==> src/rtl/m206_ff.sv <==
// m206_ff -- one D flip-flop slice with direct set and direct clear.
//
// Every input is captured in a sample register before it is used. A clock
// event is a sampled C of 1 following a sampled C of 0. Clear dominates set,
// and set dominates a clock event. The 0-side output is the complement of the
// stored bit, so the two sides can never disagree.
//
// Ports:
//   clk      in   system clock, rising edge
//   reset    in   synchronous, active-high
//   i_d      in   data input
//   i_c      in   clock-pulse input (edge detected on samples)
//   i_set_n  in   direct set, active low
//   i_clr_n  in   direct clear, active low
//   o_q      out  "1" side
//   o_qn     out  "0" side
module m206_ff (
  input  logic clk,
  input  logic reset,
  input  logic i_d,
  input  logic i_c,
  input  logic i_set_n,
  input  logic i_clr_n,
  output logic o_q,
  output logic o_qn
);

  logic r_d_p0;
  logic r_c_p0;
  logic r_set_n_p0;
  logic r_clr_n_p0;
  logic r_c_p1;
  logic r_q_p1;
  logic w_event;

  assign w_event = r_c_p0 & ~r_c_p1;

  always_ff @(posedge clk) begin
    if (reset) begin
      r_d_p0     <= 1'b0;
      // C history loads high so a C held high through reset is not an edge.
      r_c_p0     <= 1'b1;
      r_c_p1     <= 1'b1;
      r_set_n_p0 <= 1'b1;
      r_clr_n_p0 <= 1'b1;
      r_q_p1     <= 1'b0;
    end else begin
      // Stage p0: input samples
      r_d_p0     <= i_d;
      r_c_p0     <= i_c;
      r_set_n_p0 <= i_set_n;
      r_clr_n_p0 <= i_clr_n;
      // Stage p1: stored bit, plus the previous C sample for edge detection
      r_c_p1     <= r_c_p0;
      if (!r_clr_n_p0)
        r_q_p1 <= 1'b0;
      else if (!r_set_n_p0)
        r_q_p1 <= 1'b1;
      else if (w_event)
        r_q_p1 <= r_d_p0;
    end
  end

  assign o_q  = r_q_p1;
  assign o_qn = ~r_q_p1;

endmodule

==> src/rtl/m206.sv <==
// m206 -- six D flip-flops in two groups of three, each group sharing an
// active-low direct clear.
//
// Ports (all 1-bit):
//   clk, reset                 clock and synchronous active-high reset
//   FF0: A1 D, B1 C, C1 set_n, D1 q, E1 qn
//   FF1: F1 D, H1 C, J1 set_n, K1 q, L1 qn
//   FF2: M1 D, N1 C, P1 set_n, R1 q, S1 qn
//   U1 : clear_n for FF0-FF2
//   FF3: V1 D, D2 C, E2 set_n, F2 q, H2 qn
//   FF4: J2 D, K2 C, L2 set_n, M2 q, N2 qn
//   FF5: P2 D, R2 C, S2 set_n, T2 q, U2 qn
//   V2 : clear_n for FF3-FF5
module m206 (
  input  logic clk,
  input  logic reset,
  input  logic A1,
  input  logic B1,
  input  logic C1,
  output logic D1,
  output logic E1,
  input  logic F1,
  input  logic H1,
  input  logic J1,
  output logic K1,
  output logic L1,
  input  logic M1,
  input  logic N1,
  input  logic P1,
  output logic R1,
  output logic S1,
  input  logic U1,
  input  logic V1,
  input  logic D2,
  input  logic E2,
  output logic F2,
  output logic H2,
  input  logic J2,
  input  logic K2,
  input  logic L2,
  output logic M2,
  output logic N2,
  input  logic P2,
  input  logic R2,
  input  logic S2,
  output logic T2,
  output logic U2,
  input  logic V2
);

  localparam int NUM_FF   = 6;
  localparam int GROUP_SZ = 3;

  logic [NUM_FF-1:0] w_d;
  logic [NUM_FF-1:0] w_c;
  logic [NUM_FF-1:0] w_set_n;
  logic [NUM_FF-1:0] w_clr_n;
  logic [NUM_FF-1:0] w_q;
  logic [NUM_FF-1:0] w_qn;

  assign w_d     = {P2, J2, V1, M1, F1, A1};
  assign w_c     = {R2, K2, D2, N1, H1, B1};
  assign w_set_n = {S2, L2, E2, P1, J1, C1};
  // Lower group (FF0-FF2) clears from U1, upper group (FF3-FF5) from V2.
  assign w_clr_n = {{GROUP_SZ{V2}}, {GROUP_SZ{U1}}};

  for (genvar g = 0; g < NUM_FF; g++) begin : g_ff
    m206_ff u_ff (
      .clk     (clk),
      .reset   (reset),
      .i_d     (w_d[g]),
      .i_c     (w_c[g]),
      .i_set_n (w_set_n[g]),
      .i_clr_n (w_clr_n[g]),
      .o_q     (w_q[g]),
      .o_qn    (w_qn[g])
    );
  end

  assign {T2, M2, F2, R1, K1, D1} = w_q;
  assign {U2, N2, H2, S1, L1, E1} = w_qn;

endmodule

==> config.mk <==
export PLATFORM = sky130hd
export DESIGN_NAME = m206
export DESIGN_NICKNAME = d
export VERILOG_FILES = /design/src/rtl/m206_ff.sv /design/src/rtl/m206.sv
export SDC_FILE = /design/constraint.sdc
export NUM_CORES = 1
export LEC_CHECK = 0
export CORE_MARGIN = 2
export CORE_UTILIZATION = 34
export DETAILED_ROUTE_END_ITERATION = 16
export GPL_TIMING_DRIVEN = 1
export HOLD_SLACK_MARGIN = 0.05
export SKIP_CTS_REPAIR_TIMING = 1
export SLEW_MARGIN = 10
export SYNTH_ARGS = -nofsm -noshare
export SYNTH_HDL_FRONTEND = slang
export SYNTH_SLANG_ARGS = --single-unit
export TNS_END_PERCENT = 1
==> constraint.sdc <==
create_clock -name clk -period 0.83 [get_ports clk]
set_input_delay 0.1245 -clock clk [delete_from_list [all_inputs] [get_ports clk]]
set_output_delay 0.1245 -clock clk [all_outputs]
set_load 0.03 [all_outputs]
# --- Yosys cells after proc, flatten, opt, wreduce, memory -nomap -nowiden ---
# Cells that the tools add are included.
classes:
  eq_ne: 6
  n_mux: 12
  n_bitwise: 20
  n_reduce_logical: 2
ops:
  columns: ["operator", "count"]
  rows:
  - ["NOT 1 bit", 14]
  - ["two-way mux 1 bit", 12]
  - ["!= test 2 bit, second input constant", 6]
  - ["AND 1 bit", 6]
  - ["OR reduction 2 bit", 2]
word_totals:
  reg_bits: 32
  input_bits: 22
  output_inout_bits: 12

# --- Longest topological paths before layout ---
depth:
  ltp_word: 4
  depth_mapped: 2
  ltp_nobuf: 2

# --- Modules after synthesis ---
# Synthesis repeated with hierarchy kept, for this count alone.
hier_totals:
  hier_cells: 96
  area_unflattened_um2: 1171.1
modules_own_cells:
  columns: ["mod", "instances", "cells_each", "area_each_um2", "seq_area_each_um2"]
  rows:
  - ["m206_ff", 6, 16, 195.2, 120.1]

# --- Least setup slack after synthesis ---
# No wires, ideal clock.
synth_path:
  path_kind: "register to register"
  startpoint: "register, netlist name g_ff[0].u_ff.o_q"
  endpoint: "register g_ff[0].u_ff.r_q_p1"
  arrival_ns: 0.934
  required_time_ns: 0.742
  slack_ns: -0.192
  path_stages_with_launch: 3
  period_less_slack_ns: 1.022
  path_cell_list: "dfxtp_1 -> inv_1 -> a311oi_2"
synth_lines:
  columns: ["item", "line", "rtl"]
  rows:
  - ["end signal: assignment", "m206_ff.sv:60", "r_q_p1 <= r_d_p0;"]
  - ["end: declaration", "m206_ff.sv:33", "logic r_q_p1;"]

# --- Worst setup path in the final report ---
layout_path:
  startpoint: "register g_ff[0].u_ff.r_q_p1"
  endpoint: "output port E1"
layout_between:
  elab_chain_cells: 1
layout_rtl:
  columns: ["item", "line", "rtl"]
  rows:
  - ["NOT 1 bit", "m206_ff.sv:65", "assign o_qn = ~r_q_p1;"]
  - ["end: declaration", "m206.sv:21", "output logic E1,"]
# Every way passes these cells.

==> impl_metrics.tcl <==
set metrics [dict create \
    grt_usage_pct 10.8 \
    yosysTopAreaCellShare_pct 58.9 \
    vdd_drop_max_uv 911 \
    fin_nets 152 \
    p_sw_share_pct 22.9 \
    synthFlopType "dfxtp_1" \
    drc_errors 0 \
    synthTopCellsByArea "dfxtp_1, or2_1, a311oi_2" \
    via_per_inst 4.17 \
    drtIter0Drc 13 \
    dr.pass1.iters 4 \
    die_area_um2 3670 \
    drv_cap 0 \
    diodes 0 \
    drive_above_1_share_pct 46.6 \
    cp_cell_sequence "inv_2, buf_6" \
    p_leak_nw 0.649 \
    layout_setup_ws_ns -0.144 \
    core_area_um2 3050 \
    p_total_mw 2.99 \
    ys_types 10 \
    critPathKind "flop to output pin" \
    clock_skew_ns 0.00472 \
    drt.antenna.violating_nets 0 \
    pin_count 34 \
    netlist_area_um2 1090 \
    whs_ns 0.191 \
    setup_violations 13 \
    grt_pass1_wl_mm 2.67 \
    path_buf_inv 2 \
    cp-start-kind "flop" \
    syn_nets 108 \
    wl_mm 1.68 \
    gp_congestion 0.674 \
    comb_power_share_pct 14.4 \
    cts_buffer_depth 2 \
    hold_path_class "input pin to flop" \
    place_ws_ns -0.334 \
    synth-edff-count 0 \
    worstSkewPairLatency_ns 0.32 \
    ys_seq_elements 32 \
    first_global_vias 647 \
    p_seq_share_pct 56.1 \
    yosysSeqAreaShare_pct 58.9 \
    die_h_um 60.6 \
    worst_slew_pin_slew_ns 0.267 \
    crit_arrival_ns 0.85 \
    yosysTopAreaCell "dfxtp_1" \
    cts_buffers 5 \
    required_ns 0.71 \
    fin_crit_ns 0.974 \
    switchingPower_mw 0.685 \
    r2r_cells 2 \
    crit_path_max_fanout 2 \
    status "finished with violations" \
    syn_inst 86 \
    grt-ovfl-total 0 \
    max_freq_mhz 1030 \
    wl_per_cell_um 9.59 \
    min_period_over_period_pct 117 \
    hold_depth 3 \
    initial_core_util_pct 35.7 \
    hold_viol 0 \
    slew_violations 0 \
    row_count 20 \
    fin_area_um2 1600 \
    yosysMostFrequentCell "dfxtp_1" \
    critPathTopFamily "flip-flops" \
    p_int_mw 2.30 \
    crit_slowest_cell "dfxtp_2" \
    violations "setup timing" \
    max_stage_delay_ns 0.36 \
    hpwl_mm 1.26 \
    area_growth_syn_to_layout_pct 46.8 \
    max_slew_margin_pct 82.0 \
    rsz0062_at_grt "yes" \
    endpoint_kind "output pin" \
    worst-path-stages 2 \
    yosys_warnings 0 \
    p_per_area_nw_per_um2 1870 \
    async_reset_ff_share_pct 0 \
    grt_max_degree 15 \
    root_buffer "clkbuf_4" \
    cts.clk_slew.worst_paths_ns 0.09 \
    clock_sinks 32 \
    die_w_um 60.6 \
    fill_cells 290 \
    placed_area_um2 1450 \
    cts_tree "built" \
    clockPowerShare_pct 29.5 \
    syn_area_per_cell_um2 12.7 \
    port_buffers 33 \
    yosys-top-cells-count "dfxtp_1, or2_1" \
    vias 730 \
    h-tree-depth 2 \
    antenna_found_initial 0 \
]
==> worst register-to-register path, stage by stage, from the launching register on <==
cell      delay, ns
dfxtp_1        0.34
nor4bb_2       0.32
a311oi_2       0.08
==> cells by family after synthesis <==
family | Yosys count | share of synthesized area (%)
DFF | 32 | 58.9
buffers and inverters | 8 | 4.14
and+or+nand+nor | 40 | 28.7
AOI/OAI and AO/OA | 6 | 8.28
==> flip-flops by register name (all words and copies together) (netlist names) <==
| register | cells |
|---|---|
| g_ff.u_ff.r_clr_n_p0 | 2 |
| g_ff.u_ff.r_c_p1 | 6 |
| g_ff.u_ff.o_q | 6 |
| g_ff.u_ff.r_c_p0 | 6 |
| g_ff.u_ff.r_set_n_p0 | 6 |
| g_ff.u_ff.r_d_p0 | 6 |
==> placed cells by master (no fill, tap or decap) <==
cell type,count
a311oi_2,6
nor4bb_2,1
clkbuf_1,2
or2_1,20
nor4bb_4,1
buf_6,8
clkdlybuf4s50_1,20
dfxtp_1,17
dfxtp_2,15
and2b_2,6
buf_4,10
nand2b_4,2
clkbuf_4,5
clkbuf_8,1
nand2b_1,6
dlymetal6s2s_1,1
and4bb_1,4
inv_2,6
==> worst paths after layout <==
kind | endpoint | from | slack (ns)
max | E1 | g_ff[0].u_ff.o_q$_SDFFE_PP0P_ | -0.14
min | g_ff[2].u_ff.r_c_p1$_SDFF_PP1_ | reset | 0.19
max reg2reg | g_ff[2].u_ff.o_q$_SDFFE_PP0P_ | g_ff[2].u_ff.r_set_n_p0$_SDFF_PP1_ | -0.02
min reg2reg | g_ff[4].u_ff.o_q$_SDFFE_PP0P_ | g_ff[4].u_ff.r_set_n_p0$_SDFF_PP1_ | 0.44
==> cell type report <==
| class | instances | area, um^2 | area share, % |
|---|---|---|---|
| flip-flops and latches | 32 | 659 | 41.3 |
| clock buffers | 8 | 58.8 | 3.68 |
| multi-input cells | 46 | 424 | 26.5 |
| well taps | 44 | 55.1 | 3.45 |
| repair buffers | 39 | 378 | 23.6 |
| inverters | 6 | 22.5 | 1.41 |
==> power by group through the flow <==
stage          sequential (mW)  clock, mW  combinational (mW)
2_1_floorplan             1.73          0               0.175
3_3_place_gp              1.70          0               0.398
3_5_place_dp              1.70          0               0.400
4_1_cts                   1.67      0.921               0.401
5_1_grt                   1.69       1.03               0.462
6_report                  1.68      0.882               0.431
==> stage by stage <==
step	TNS, ns	util [%]	instances
2_1_floorplan	-0.557	-	86
5_1_grt	-2.31	52.3	175
4_1_cts	-2.16	49.5	173
6_report	-1.44	52.3	175
3_5_place_dp	-8.31	47.6	165
3_3_place_gp	-8.15	47.6	165
==> metal layers <==
| metal | GRT usage [%] | vias to the layer above | part of all wire [%] |
|---|---|---|---|
| li1 | - | 372 | - |
| met1 | 11.4 | 331 | 42 |
| met3 | 7.89 | 5 | 7.9 |
| met2 | 15.4 | 22 | 48 |
| met5 | 0 | - | 0 |
| met4 | 6.52 | 0 | 2.3 |
(Power assumes the default switching activity.)
